[config.mk]
export PLATFORM = sky130hd
export DESIGN_NAME = board_scanner_flat
export DESIGN_NICKNAME = d
export VERILOG_FILES = /design/src/rtl/board_pkg.sv /design/src/rtl/board_scanner_if.sv /design/src/rtl/idx9_counter.sv /design/src/rtl/board_scanner.sv /design/src/flat_wrapper.sv
export SDC_FILE = /design/constraint.sdc
export NUM_CORES = 1
export LEC_CHECK = 0
export ABC_AREA = 1
export CAP_MARGIN = 30
export CORE_ASPECT_RATIO = 0.5
export CORE_MARGIN = 8
export CORE_UTILIZATION = 45
export CTS_CLUSTER_SIZE = 30
export DETAILED_ROUTE_END_ITERATION = 16
export HOLD_SLACK_MARGIN = 0.06
export PLACE_DENSITY = 0.71
export SLEW_MARGIN = 40
export SYNTH_ARGS = -nofsm -noshare
export SYNTH_HDL_FRONTEND = slang
export SYNTH_HIERARCHICAL = 1
export SYNTH_SLANG_ARGS = --single-unit
[constraint.sdc]
create_clock -name clock -period 2.9 [get_ports clock]
set_input_delay 0.29 -clock clock [delete_from_list [all_inputs] [get_ports clock]]
set_output_delay 0.29 -clock clock [all_outputs]
set_load 0.05 [all_outputs]
[src/rtl/board_pkg.sv]
// Shared codes, index bounds, token layout and FSM encoding for the board scanner.
// No ports; imported by the interface, the counter and the scanner top.
package board_pkg;

   localparam int unsigned IDX_W  = 4;
   localparam int unsigned CELL_W = 2;

   localparam logic [IDX_W-1:0] IDX_MIN = IDX_W'(1);
   localparam logic [IDX_W-1:0] IDX_MAX = IDX_W'(9);

   // Cell contents as stored in ram_board; code 3 is reserved and passed through.
   typedef enum logic [CELL_W-1:0] {
      CELL_EMPTY = 2'b00,
      CELL_P1    = 2'b01,
      CELL_P2    = 2'b10,
      CELL_RSVD  = 2'b11
   } cell_code_t;

   // Macro-board outcome as reported by ram_board.state.
   typedef enum logic [CELL_W-1:0] {
      MST_OPEN   = 2'b00,
      MST_P1_WON = 2'b01,
      MST_P2_WON = 2'b10,
      MST_TIE    = 2'b11
   } macro_state_t;

   localparam logic KIND_CELL  = 1'b0;
   localparam logic KIND_STATE = 1'b1;

   localparam logic [2:0] ST_IDLE       = 3'd0;
   localparam logic [2:0] ST_ADDR       = 3'd1;
   localparam logic [2:0] ST_LATCH      = 3'd2;
   localparam logic [2:0] ST_EMIT_CELL  = 3'd3;
   localparam logic [2:0] ST_EMIT_STATE = 3'd4;
   localparam logic [2:0] ST_DONE       = 3'd5;

   // One output token as held in the scanner's output register.
   typedef struct packed {
      logic              kind;
      logic [IDX_W-1:0]  macro;
      logic [IDX_W-1:0]  micro;
      logic [CELL_W-1:0] value;
   } token_t;

endpackage

[src/rtl/board_scanner_if.sv]
// Token stream between the scanner and its display / serial consumers.
// master: out_valid, out_kind, out_macro, out_micro, out_value driven; out_ready sampled.
// slave : mirror image.
interface board_scanner_if;
   import board_pkg::*;

   logic              out_valid;
   logic              out_ready;
   logic              out_kind;
   logic [IDX_W-1:0]  out_macro;
   logic [IDX_W-1:0]  out_micro;
   logic [CELL_W-1:0] out_value;

   modport master (
      output out_valid, out_kind, out_macro, out_micro, out_value,
      input  out_ready
   );

   modport slave (
      input  out_valid, out_kind, out_macro, out_micro, out_value,
      output out_ready
   );

endinterface

[src/rtl/idx9_counter.sv]
// Board index counter over 1..9.
// clock/reset_n : clock, synchronous active-low reset (value -> 0)
// clr           : force value to 0 (idle address)
// load          : force value to 1
// inc           : advance, wrapping 9 -> 1
// value         : current index (registered)
// at_max        : value == 9 (registered alongside value)
module idx9_counter
   import board_pkg::*;
(
   input  logic             clock,
   input  logic             reset_n,
   input  logic             clr,
   input  logic             load,
   input  logic             inc,
   output logic [IDX_W-1:0] value,
   output logic             at_max
);

   logic [IDX_W-1:0] value_nxt;

   // Priority: clear, load, increment.
   always_comb begin
      value_nxt = value;
      if (clr) begin
         value_nxt = '0;
      end else if (load) begin
         value_nxt = IDX_MIN;
      end else if (inc) begin
         value_nxt = at_max ? IDX_MIN : value + IDX_W'(1);
      end
   end

   // at_max is registered from the next value so the flag never lags the count.
   always_ff @(posedge clock) begin
      if (!reset_n) begin
         value  <= '0;
         at_max <= 1'b0;
      end else begin
         value  <= value_nxt;
         at_max <= (value_nxt == IDX_MAX);
      end
   end

endmodule

[src/rtl/board_scanner.sv]
// Walks all 81 cells of the ultimate tic-tac-toe board through ram_board's read
// port and streams one token per cell plus a macro-state token after each macro.
// clock, reset_n          : clock, synchronous active-low reset
// start                   : scan request, honoured only in idle
// ram_q, ram_state        : read data from ram_board (1-cycle latency)
// addr_macro, addr_micro  : read address, 1..9 while scanning, 0 otherwise
// tok (master)            : valid/ready token stream
// busy                    : scan in progress
// done                    : one-cycle pulse after the final token is accepted
module board_scanner
   import board_pkg::*;
(
   input  logic                clock,
   input  logic                reset_n,
   input  logic                start,
   input  logic [CELL_W-1:0]   ram_q,
   input  logic [CELL_W-1:0]   ram_state,
   output logic [IDX_W-1:0]    addr_macro,
   output logic [IDX_W-1:0]    addr_micro,
   board_scanner_if.master     tok,
   output logic                busy,
   output logic                done
);

   logic [2:0]        state_q, state_nxt;
   token_t            tok_q, tok_nxt;
   logic              valid_q, valid_nxt;
   logic              busy_q, busy_nxt;
   logic              done_q, done_nxt;
   logic [CELL_W-1:0] hold_q, hold_nxt;

   logic macro_clr, macro_load, macro_inc, macro_at_max;
   logic micro_clr, micro_load, micro_inc, micro_at_max;
   logic [IDX_W-1:0] macro_idx, micro_idx;

   // Index counters double as the registered read address.
   idx9_counter u_macro (
      .clock   (clock),
      .reset_n (reset_n),
      .clr     (macro_clr),
      .load    (macro_load),
      .inc     (macro_inc),
      .value   (macro_idx),
      .at_max  (macro_at_max)
   );

   idx9_counter u_micro (
      .clock   (clock),
      .reset_n (reset_n),
      .clr     (micro_clr),
      .load    (micro_load),
      .inc     (micro_inc),
      .value   (micro_idx),
      .at_max  (micro_at_max)
   );

   // Next-state and next-output logic.
   always_comb begin
      state_nxt  = state_q;
      tok_nxt    = tok_q;
      valid_nxt  = valid_q;
      busy_nxt   = busy_q;
      done_nxt   = 1'b0;
      hold_nxt   = hold_q;
      macro_clr  = 1'b0;
      macro_load = 1'b0;
      macro_inc  = 1'b0;
      micro_clr  = 1'b0;
      micro_load = 1'b0;
      micro_inc  = 1'b0;

      case (state_q)
         ST_IDLE: begin
            if (start) begin
               macro_load = 1'b1;
               micro_load = 1'b1;
               busy_nxt   = 1'b1;
               state_nxt  = ST_ADDR;
            end
         end

         // Address already on the port; ram_board samples it this edge.
         ST_ADDR: begin
            state_nxt = ST_LATCH;
         end

         ST_LATCH: begin
            tok_nxt.kind  = KIND_CELL;
            tok_nxt.macro = macro_idx;
            tok_nxt.micro = micro_idx;
            tok_nxt.value = ram_q;
            // Macro state is read alongside the ninth cell and replayed after it.
            if (micro_at_max) begin
               hold_nxt = ram_state;
            end
            valid_nxt = 1'b1;
            state_nxt = ST_EMIT_CELL;
         end

         ST_EMIT_CELL: begin
            if (tok.out_ready) begin
               if (!micro_at_max) begin
                  micro_inc = 1'b1;
                  valid_nxt = 1'b0;
                  state_nxt = ST_ADDR;
               end else begin
                  tok_nxt.kind  = KIND_STATE;
                  tok_nxt.micro = '0;
                  tok_nxt.value = hold_q;
                  state_nxt     = ST_EMIT_STATE;
               end
            end
         end

         ST_EMIT_STATE: begin
            if (tok.out_ready) begin
               valid_nxt = 1'b0;
               if (!macro_at_max) begin
                  macro_inc  = 1'b1;
                  micro_load = 1'b1;
                  state_nxt  = ST_ADDR;
               end else begin
                  macro_clr = 1'b1;
                  micro_clr = 1'b1;
                  busy_nxt  = 1'b0;
                  done_nxt  = 1'b1;
                  state_nxt = ST_DONE;
               end
            end
         end

         ST_DONE: begin
            state_nxt = ST_IDLE;
         end

         default: begin
            state_nxt = ST_IDLE;
         end
      endcase
   end

   // State and output registers.
   always_ff @(posedge clock) begin
      if (!reset_n) begin
         state_q <= ST_IDLE;
         tok_q   <= '0;
         valid_q <= 1'b0;
         busy_q  <= 1'b0;
         done_q  <= 1'b0;
         hold_q  <= '0;
      end else begin
         state_q <= state_nxt;
         tok_q   <= tok_nxt;
         valid_q <= valid_nxt;
         busy_q  <= busy_nxt;
         done_q  <= done_nxt;
         hold_q  <= hold_nxt;
      end
   end

   assign addr_macro    = macro_idx;
   assign addr_micro    = micro_idx;
   assign busy          = busy_q;
   assign done          = done_q;
   assign tok.out_valid = valid_q;
   assign tok.out_kind  = tok_q.kind;
   assign tok.out_macro = tok_q.macro;
   assign tok.out_micro = tok_q.micro;
   assign tok.out_value = tok_q.value;

endmodule

[src/flat_wrapper.sv]
// flat-port wrapper written by rule: the top's interface ports become plain ports
module board_scanner_flat import board_pkg::*;
  (clock, reset_n, start, ram_q, ram_state, addr_macro, addr_micro, busy, done, tok_out_valid, tok_out_kind, tok_out_macro, tok_out_micro, tok_out_value, tok_out_ready);
  board_scanner_if tok_i ();
  input  logic clock;
  input  logic reset_n;
  input  logic start;
  input  logic [CELL_W-1:0] ram_q;
  input  logic [CELL_W-1:0] ram_state;
  output logic [IDX_W-1:0] addr_macro;
  output logic [IDX_W-1:0] addr_micro;
  output logic busy;
  output logic done;
  output wire logic [$bits(tok_i.out_valid)-1:0] tok_out_valid;
  output wire logic [$bits(tok_i.out_kind)-1:0] tok_out_kind;
  output wire logic [$bits(tok_i.out_macro)-1:0] tok_out_macro;
  output wire logic [$bits(tok_i.out_micro)-1:0] tok_out_micro;
  output wire logic [$bits(tok_i.out_value)-1:0] tok_out_value;
  input wire logic [$bits(tok_i.out_ready)-1:0] tok_out_ready;
  assign tok_out_valid = tok_i.out_valid;
  assign tok_out_kind = tok_i.out_kind;
  assign tok_out_macro = tok_i.out_macro;
  assign tok_out_micro = tok_i.out_micro;
  assign tok_out_value = tok_i.out_value;
  assign tok_i.out_ready = tok_out_ready;
  board_scanner u_core (.clock(clock), .reset_n(reset_n), .start(start), .ram_q(ram_q), .ram_state(ram_state), .addr_macro(addr_macro), .addr_micro(addr_micro), .tok(tok_i), .busy(busy), .done(done));
endmodule
==> results by group, run 1 <==
Critical path
  • CP most frequent cell: nor2_1
  • Critical-path cell list: inv_2 > nand2_1 > nor2_1 > nand2_1 > nor2_1 > nand2_1 > nor2_2 > nor2_1 > nor2_2 > nand3_1 > nor2_1
  • CP required: about 3.1 ns
  • Critical Path Max Stage Delay: 0.41 ns
  • Buf/Inv on CP: 1
  • Crit path arrival time: 2.16 ns
  • CP Max Fanout: 8
  • CP Launch Type: register
  • CP top delay family: simple AND/OR/NAND/NOR gates
  • Slowest CP cell: dfxtp_1
  • CP Class: reg2reg
  • CP endpoint kind: register

GRT
  • Overflow after GRT: 0
  • Vias in the first global route: 1,172
  • Overall Global Routing Usage: 13.7%
  • Initial antenna violation count: 0
  • Pin count of the biggest net entering global routing: 16
  • First-pass GRT wire length: about 5.4 mm

Timing
  • Worst slew margin: 60.3%
  • Hold WS: 0.449 ns
  • Final min period: 1.95 ns
  • Hold Vio Cnt, Final: 0
  • RSZ-0062 raised after global routing: no
  • Final period util: 67.2%
  • Fmax: 0.514 GHz
  • Final setup skew: 0.00448 ns
  • Slew Limit Fails: 0
  • Final setup violation count: 0
  • Least-Margin Pin Slew: 0.594 ns
  • Sum Neg Setup Slack: 0 ns

Logic synthesis
  • Cells after synthesis: 200
  • Yosys reg bits: 29
  • Post-synthesis cell type count: 20
  • Register area share after synthesis: 42.0%
  • Leading area contributor after synthesis: dfxtp_1
  • Synth warn: 6
  • Synth area leaders: dfxtp_1 (42%), nand2_1 (14%), nor2_1 (8.7%)
  • Mean Syn Cell Area: 6.91 µm²
  • Yosys top cell area share: 42.0%
  • Cell area after synthesis: 1380 µm²
  • Mapped Nets: 210

Final layout
  • Fillers: between 200 and 300
  • # nets final: 244
  • Register area: 581 µm²
  • Ant diodes: 0
  • Area grow syn2layout: 30.3%
  • Multi-input logic area: roughly 700 µm²
  • Share of layout cells above drive strength 1: 8.94%

CTS
  • Htree depth: 2
  • Root Driver: clkbuf_8
  • Postcts setup bufs: 0
  • CTS Sinks: 29
  • Clock latency on the worst-skew pair: about 0.28 ns
  • Clk pin slew, worst setup/hold paths: 0.06 ns
  • CTS tree: done
  • Hold buffer count at CTS: 0
  • CTS Buf Count: 5
  • Post-cts resize count: 0
  • CTS Buffer Depth: 2

Routing
  • Via/cell ratio: roughly 4.8
  • Via count: 1,307
  • Routed wire per std cell: 12.0 µm
  • DRC: 0
  • DRT Wirelength: 3.29 mm
  • DR pass1 iterations: 5
  • Number of DRC markers in iteration 0: 116
  • DRT antenna net count: 0

Placement
  • Final GP Congestion: 0.858
  • DPL Wire Length: 2.42 mm
  • PortBufs: 29

Die
  • Die ar.: approximately 5200 µm²
  • I/O Pins: 30
  • Starting Density: 46.7%
  • Site row count: 14
  • Die Span X: 94.4 µm
  • Placeable Area: 2960 µm²
  • Die Ht: 55.2 µm

Min path
  • HP Class: reg2reg

Power and ir drop
  • Pwr dens: 577 nW/µm²
  • Worst VDD drop: 0.401 mV
  • Pleak: 0.765 nW

Outcome
  • Status: completed

Run
  • Max-cap violations: 0
-- report_power, final --
group / total (mW) / internal (mW) / switching (mW)
Sequential: 0.444 / 0.422 / 0.0219
Clock: 0.365 / 0.214 / 0.151
Combinational: 0.231 / 0.0756 / 0.155
Total: 1.04 / 0.712 / 0.328
-- path summary, 6_finish.rpt --
path,startpoint,to,slack [ns],cells past startpoint
setup / recovery,u_core/state_q[0]$_SDFFE_PN0P_,u_core/u_macro/at_max$_SDFF_PN0_,0.95,11
hold / removal,u_core/hold_q[1]$_SDFFE_PN0P_,u_core/hold_q[1]$_SDFFE_PN0P_,0.45,2
setup reg to reg,u_core/state_q[0]$_SDFFE_PN0P_,u_core/u_macro/at_max$_SDFF_PN0_,0.95,11
hold reg to reg,u_core/hold_q[1]$_SDFFE_PN0P_,u_core/hold_q[1]$_SDFFE_PN0P_,0.45,2
-- per-layer routing --
metal | routed length (µm) | GRT usage (%) | vias up
met5 | 0 | 0 | -
met4 | 48 | 7.01 | 0
met3 | 227 | 5.25 | 4
met2 | 1400 | 20.8 | 34
met1 | 1620 | 17.0 | 564
li1 | - | - | 705
-- worst min-delay path: cells and delay by family, from the launching register on --
kind	cells	cell delay (ns)
flip-flops	1	0.30
buffers and inverters	1	0.05
AO/OA/AOI/OAI	1	0.05
-- cell type report --
| class | instances | share of cell area, % |
|---|---|---|
| clock buffer | 7 | 5.35 |
| clock inverter | 1 | 0.278 |
| inverter | 26 | 5.42 |
| multi-input combinational | 143 | 37.8 |
| sequential | 29 | 32.2 |
| tap | 40 | 2.78 |
| timing repair buffer | 29 | 16.1 |
-- sequential cells by signal, indices dropped and copies added (netlist names), 2 cells and up --
register and flops:
u_core/tok.out_macro 4, u_core/u_micro/value 4, u_core/tok.out_value 2, u_core/u_macro/value 4, u_core/state_q 3, u_core/tok.out_micro 4
u_core/hold_q 2
-- layout by cell type, fill, tap and decap left out, types with 7 or more instances in the layout --
master,netlist,layout
inv_1,23,23
nor2_1,32,32
dfxtp_1,29,29
a21oi_1,14,14
clkbuf_8,0,7
nand2_1,50,50
nand3_1,15,15
clkdlybuf4s50_1,0,29
o21ai_0,10,10
-- cell usage after synthesis --
master,n
inv_1,23
nor2_1,32
o21ai_1,1
nand3_1,15
dfxtp_1,29
nor2_2,4
nand4_1,4
nand2_2,2
nor2_4,2
o21ai_0,10
buf_6,2
nand3b_1,2
a21oi_1,14
inv_2,2
nand3_2,1
clkinv_1,1
nand2_1,50
nand2_4,2
nor3b_1,2
ha_1,2
-- cells by family after synthesis --
family | after synthesis | share of synthesized area [%]
simple gates | 116 | 38.4
flops | 29 | 42.0
buf+inv | 28 | 8.70
compound gates | 25 | 9.06
fa+ha+maj | 2 | 1.81
-- metrics by stage --
step	total power, mW	utilization, %	instances	worst slack, ns	cell area [µm²]
6_report	1.04	60.8	275	0.953	1800
3_3_place_gp	0.682	57.4	267	1.08	1700
2_1_floorplan	0.616	-	200	1.23	1380
5_1_grt	1.09	60.8	275	0.739	1800
4_1_cts	1.05	60.8	275	0.998	1800
3_5_place_dp	0.683	57.4	267	1.04	1700
No activity file was read; power rests on OpenSTA's default activity.
==> run 2: changes to the inputs <==
==> constraint.sdc (replaced) <==
create_clock -name clock -period 1.8 [get_ports clock]
set_input_delay 0.18 -clock clock [delete_from_list [all_inputs] [get_ports clock]]
set_output_delay 0.18 -clock clock [all_outputs]
set_load 0.05 [all_outputs]
==> results by group, run 2 (same netlist as run 1, synthesis figures left out) <==
Routing
  • Routed wire per std cell: 11.9 µm (was 12.0 µm)
  • DRT Wirelength: 3.33 mm (was 3.29 mm)
  • Number of DRC markers in iteration 0: 93 (was 116)
  • Via/cell ratio: 4.81 (was 4.75)
  • DR pass1 iterations: 4 (was 5)
  • Via count: 1,347 (was 1,307)
  • DRT antenna net count: 0 (unchanged)
  • DRC: 0 (unchanged)

Timing
  • Final min period: 1.70 ns
  • Hold Vio Cnt, Final: 0 (unchanged)
  • Final period util: 94.7%
  • Final setup violation count: 0 (unchanged)
  • Worst slew margin: 65.3% (was 60.3%)
  • Fmax: 0.587 GHz
  • Final setup skew: 0.00627 ns (was 0.00448 ns)
  • RSZ-0062 raised after global routing: no (unchanged)
  • Least-Margin Pin Slew: 0.519 ns (was 0.594 ns)
  • Slew Limit Fails: 0 (unchanged)
  • Sum Neg Setup Slack: 0 ns (unchanged)

GRT
  • Initial antenna violation count: 0 (unchanged)
  • Vias in the first global route: 1,249 (was 1,172)
  • Overflow after GRT: 0 (unchanged)
  • Pin count of the biggest net entering global routing: 11 (was 16)
  • First-pass GRT wire length: 5.62 mm (was 5.44 mm)
  • Overall Global Routing Usage: 14.1% (was 13.7%)

Die
  • I/O Pins: 30 (unchanged)
  • Site row count: 14 (unchanged)
  • Die Ht: 55.2 µm (unchanged)
  • Die Span X: 94.4 µm (unchanged)
  • Starting Density: 46.7% (unchanged)
  • Die ar.: 5210 µm² (unchanged)
  • Placeable Area: 2960 µm² (unchanged)

Min path
  • HP Class: reg2reg (unchanged)

CTS
  • Root Driver: clkbuf_8 (unchanged)
  • Clock latency on the worst-skew pair: 0.28 ns (about the same)
  • CTS tree: done (unchanged)
  • CTS Buf Count: 5 (unchanged)
  • Clk pin slew, worst setup/hold paths: 0.06 ns (about the same)
  • Htree depth: 2 (unchanged)
  • CTS Sinks: 29 (unchanged)
  • CTS Buffer Depth: 2 (unchanged)

Critical path
  • CP Max Fanout: 5 (was 8)
  • Slowest CP cell: clkdlybuf4s50_1 (was dfxtp_1)
  • CP Class: reg2out (was reg2reg)
  • Crit path arrival time: 1.52 ns (was 2.16 ns)
  • Buf/Inv on CP: 1 (unchanged)
  • CP required: 1.62 ns (was 3.11 ns)
  • CP endpoint kind: output port (was register)
  • Critical-path cell list: clkdlybuf4s50_1 (was inv_2 > nand2_1 > nor2_1 > nand2_1 > nor2_1 > nand2_1 > nor2_2 > nor2_1 > nor2_2 > nand3_1 > nor2_1)
  • CP top delay family: buffers and inverters (was simple AND/OR/NAND/NOR gates)
  • CP Launch Type: register (unchanged)
  • Critical Path Max Stage Delay: 0.83 ns (was 0.41 ns)

Placement
  • Final GP Congestion: 0.855 (was 0.858)
  • DPL Wire Length: 2.47 mm (was 2.42 mm)
  • PortBufs: 29 (unchanged)
  • Post-DP Area: 1730 µm² (was 1700 µm²)

Power and ir drop
  • Worst VDD drop: 0.526 mV (was 0.401 mV)
  • Final total power: 1.61 mW (was 1.04 mW)
  • Pleak: 0.786 nW (was 0.765 nW)
  • Pwr dens: 885 nW/µm² (was 577 nW/µm²)

Final layout
  • Commonest non-fill, non-tap cell in the layout: nand2_1 (unchanged)
  • Finished Cell Area: 1820 µm² (was 1800 µm²)
  • Most frequent cells in the layout: nand2_1 (50), nor2_1 (32), dfxtp_1 (28) (was nand2_1 (50), nor2_1 (32), clkdlybuf4s50_1 (29), dfxtp_1 (29), inv_1 (23))
  • # nets final: 249 (was 244)
  • Share of layout cells above drive strength 1: 12.5% (was 8.94%)
  • Ant diodes: 0 (unchanged)
  • Area grow syn2layout: 31.5% (was 30.3%)

Outcome
  • Status: completed (unchanged)

Run
  • Max-cap violations: 0 (unchanged)
-- run 2: changes by cell type in the layout (fill, tap and decap cells not counted) --
cell | before | now
clkbuf_8 | 7 | 5
dfxtp_1 | 29 | 28
dfxtp_2 | 0 | 1
clkinvlp_4 | 0 | 1
clkdlybuf4s50_1 | 29 | 26
clkinv_2 | 1 | 2
buf_4 | 0 | 8
-- run 2: final timing paths --
check / start / depth (start not counted) / slack, ns / end
worst min-delay path: u_core/hold_q[0]$_SDFFE_PN0P_ / 2 / 0.45 / u_core/hold_q[0]$_SDFFE_PN0P_
worst max register to register: u_core/state_q[1]$_SDFFE_PN0P_ / 10 / 0.15 / u_core/u_macro/value[3]$_SDFF_PN0_
worst min register to register: u_core/hold_q[0]$_SDFFE_PN0P_ / 2 / 0.45 / u_core/hold_q[0]$_SDFFE_PN0P_
worst max-delay path: u_core/u_micro/value[2]$_SDFF_PN0_ / 1 / 0.1 / addr_micro[2]
-- run 2: timing repair --
item / in CTS / in global routing
setup buffers: 0 / 0
hold buffers: 0 / 0
endpoints found under the setup margin: 0 / 2
gates resized for setup: 0 / 1
-- run 2: metrics by stage --
step	hold WS, ns	instances	util [%]	setup slack, ns
2_1_floorplan	0.332	200	-	0.134
3_3_place_gp	0.432	272	58.4	0.223
3_5_place_dp	0.441	272	58.4	0.155
4_1_cts	0.450	280	61.3	0.0768
5_1_grt	0.461	280	61.4	0.0192
6_report	0.446	280	61.4	0.0951
-- run 2: per-layer routing --
| metal | track usage (%) | up-vias | part of all wire (%) |
|---|---|---|---|
| met5 | 0 | - | 0 |
| li1 | - | 708 | - |
| met4 | 7.79 | 0 | 1.4 |
| met1 | 17.2 | 594 | 48 |
| met3 | 4.58 | 5 | 6.0 |
| met2 | 22.3 | 40 | 44 |
-- run 2: area by class of cell --
type,instances,area [µm²]
fill,293,1140
multi-input combinational,143,681
sequential,29,582
timing repair buffer,34,320
inverter,26,97.6
clock buffer,5,68.8
tap,40,50.0
clock inverter,3,17.5
-- run 2: report_power, final --
group	total (mW)	internal (mW)	switching, mW
clock	0.515	0.266	0.249
sequential	0.708	0.680	0.0278
combinational	0.385	0.127	0.258
total	1.61	1.07	0.535
-- run 2: worst reg2reg max path: cells and delay by family, from the launching register on --
kind / cells / cell delay (ns)
simple gates: 8 / 0.97
flops: 1 / 0.35
buf+inv: 2 / 0.25
==> run 3: changes to the inputs <==
--- a/config.mk
+++ b/config.mk
@@ -12,9 +12,8 @@
 export CORE_UTILIZATION = 45
 export CTS_CLUSTER_SIZE = 30
 export DETAILED_ROUTE_END_ITERATION = 16
-export HOLD_SLACK_MARGIN = 0.06
+export HOLD_SLACK_MARGIN = 0.12
 export PLACE_DENSITY = 0.71
-export SLEW_MARGIN = 40
 export SYNTH_ARGS = -nofsm -noshare
 export SYNTH_HDL_FRONTEND = slang
 export SYNTH_HIERARCHICAL = 1
==> constraint.sdc (replaced) <==
create_clock -name clock -period 2.21 [get_ports clock]
set_input_delay 0.221 -clock clock [delete_from_list [all_inputs] [get_ports clock]]
set_output_delay 0.221 -clock clock [all_outputs]
set_load 0.05 [all_outputs]
==> results by group, run 3 (same netlist as run 1, synthesis figures left out) <==
Outcome
  • Status: completed (unchanged)

CTS
  • Root Driver: clkbuf_8 (unchanged)
  • CTS Buffer Depth: 2 (unchanged)
  • Post-cts resize count: 0 (unchanged)
  • CTS tree: done (unchanged)
  • Hold buffer count at CTS: 0 (unchanged)
  • CTS Buf Count: 5 (unchanged)
  • Postcts setup bufs: 0 (unchanged)
  • Clock latency on the worst-skew pair: 0.27 ns (was 0.28 ns)
  • Clk pin slew, worst setup/hold paths: 0.06 ns (about the same)
  • Htree depth: 2 (unchanged)
  • CTS Sinks: 29 (unchanged)

GRT
  • Overall Global Routing Usage: 14.3% (was 14.1%)
  • First-pass GRT wire length: 5.81 mm (was 5.62 mm)
  • Pin count of the biggest net entering global routing: 11 (unchanged)
  • Overflow after GRT: 0 (unchanged)
  • Initial antenna violation count: 0 (unchanged)
  • Vias in the first global route: 1,300 (was 1,249)

Routing
  • DRT Wirelength: 3.56 mm (was 3.33 mm)
  • Number of DRC markers in iteration 0: 59 (was 93)
  • DRC: 0 (unchanged)
  • Via/cell ratio: 4.91 (was 4.81)
  • DRT antenna net count: 0 (unchanged)
  • DR pass1 iterations: 4 (unchanged)
  • Via count: 1,355 (was 1,347)
  • Routed wire per std cell: 12.9 µm (was 11.9 µm)

Final layout
  • Commonest non-fill, non-tap cell in the layout: nand2_1 (unchanged)
  • Ant diodes: 0 (unchanged)
  • Share of layout cells above drive strength 1: 9.32% (was 12.5%)
  • Fillers: 291 (was 293)
  • Most frequent cells in the layout: nand2_1 (50), nor2_1 (32), clkdlybuf4s50_1 (29), dfxtp_1 (29), inv_1 (23) (was nand2_1 (50), nor2_1 (32), dfxtp_1 (28))
  • Finished Cell Area: 1810 µm² (was 1820 µm²)
  • Area grow syn2layout: 30.9% (was 31.5%)
  • # nets final: 245 (was 249)

Timing
  • Fmax: around 0.52 GHz
  • Hold Vio Cnt, Final: 0 (unchanged)
  • Final setup skew: 0.00675 ns (was 0.00627 ns)
  • Worst setup margin: 0.300 ns (was 0.0951 ns)
  • RSZ-0062 raised after global routing: no (unchanged)
  • Hold WS: 0.449 ns (was 0.446 ns)
  • Sum Neg Setup Slack: 0 ns (unchanged)
  • Slew Limit Fails: 0 (unchanged)
  • Final setup violation count: 0 (unchanged)
  • Least-Margin Pin Slew: 0.521 ns (was 0.519 ns)
  • Final period util: 86.4%
  • Final min period: 1.91 ns
  • Worst slew margin: 65.1% (was 65.3%)

Power and ir drop
  • Net load switching power: 0.435 mW (was 0.535 mW)
  • Sw frac: 31.8% (was 33.3%)
  • Combinational fraction of design power: 22.5% (was 24.0%)
  • Clock network power share: 35.0% (was 32.0%)
  • Pint: 0.936 mW (was 1.07 mW)
  • Final total power: 1.37 mW (was 1.61 mW)
  • Flop pwr share: 42.5% (was 44.0%)
  • Pleak: 0.770 nW (was 0.786 nW)
  • Worst VDD drop: 0.392 mV (was 0.526 mV)
  • Pwr dens: 758 nW/µm² (was 885 nW/µm²)

Die
  • Die ar.: 5210 µm² (unchanged)
  • Placeable Area: 2960 µm² (unchanged)
  • Site row count: 14 (unchanged)
  • Die Span X: 94.4 µm (unchanged)
  • Die Ht: 55.2 µm (unchanged)
  • Starting Density: 46.7% (unchanged)
  • I/O Pins: 30 (unchanged)

Critical path
  • CP endpoint kind: register (was output port)
  • Critical-path cell list: inv_2 > nand2_1 > nor2_1 > nand2_1 > nor2_1 > nand2_1 > nor2_2 > nor2_1 > nor2_2 > nand3_1 > nor2_1 (was clkdlybuf4s50_1)
  • CP Launch Type: register (unchanged)
  • Crit path arrival time: 2.12 ns (was 1.52 ns)
  • CP required: 2.42 ns (was 1.62 ns)
  • Critical Path Max Stage Delay: 0.41 ns (was 0.83 ns)
  • CP Max Fanout: 8 (was 5)
  • Slowest CP cell: dfxtp_1 (was clkdlybuf4s50_1)
  • CP Class: reg2reg (was reg2out)
  • CP most frequent cell: nor2_1

Run
  • Max-cap violations: 0 (unchanged)

Placement
  • DPL Wire Length: 2.63 mm (was 2.47 mm)
  • Post-DP Area: 1710 µm² (was 1730 µm²)
  • Final GP Congestion: 0.884 (was 0.855)
  • PortBufs: 29 (unchanged)
  • DP Worst Slack: 0.331 ns (was 0.155 ns)

Min path
  • HP Class: reg2reg (unchanged)
[run 3: power by group through the flow]
stage	clock network (mW)	registers, mW	logic, mW
6_report	0.479	0.582	0.309
5_1_grt	0.515	0.587	0.331
4_1_cts	0.489	0.582	0.309
3_5_place_dp	0	0.594	0.308
3_3_place_gp	0	0.592	0.304
2_1_floorplan	0	0.674	0.134
[run 3: cell type report]
cell class                 count  area [µm²]  area share [%]
inverter                      26        97.6            5.40
sequential                    29         581            32.1
tap                           40        50.0            2.77
timing repair buffer          30         298            16.5
clock buffer                   7        96.3            5.33
clock inverter                 1        5.00           0.277
multi-input combinational    143         681            37.6
[run 3: worst paths after layout]
kind | startpoint | end | slack [ns] | cells past startpoint
setup / recovery | u_core/state_q[0]$_SDFFE_PN0P_ | u_core/u_macro/at_max$_SDFF_PN0_ | 0.30 | 11
hold / removal | u_core/tok.out_kind$_SDFFE_PN0P_ | u_core/tok.out_kind$_SDFFE_PN0P_ | 0.45 | 2
setup reg to reg | u_core/state_q[0]$_SDFFE_PN0P_ | u_core/u_macro/at_max$_SDFF_PN0_ | 0.30 | 11
hold reg to reg | u_core/tok.out_kind$_SDFFE_PN0P_ | u_core/tok.out_kind$_SDFFE_PN0P_ | 0.45 | 2
[run 3: stage by stage]
stage               std cells  util [%]
finish                    276      61.1
global route              276      61.1
CTS                       276      61.1
detailed placement        268      57.7
global placement          268      57.7
floorplan                 200         -
[run 3: layer usage]
layer | global-route usage, % | wire length [µm] | up-vias
met4 | 5.97 | 38 | 0
met1 | 16.3 | 1610 | 607
met2 | 25.7 | 1650 | 44
li1 | - | - | 700
met3 | 4.04 | 261 | 4
met5 | 0 | 0 | -
[run 3: worst max-delay path: cells and delay by family, from the launching register on]
kind | cells | cell delay (ns)
buffers and inverters | 1 | 0.14
flip-flops | 1 | 0.41
AND/OR/NAND/NOR | 10 | 1.29
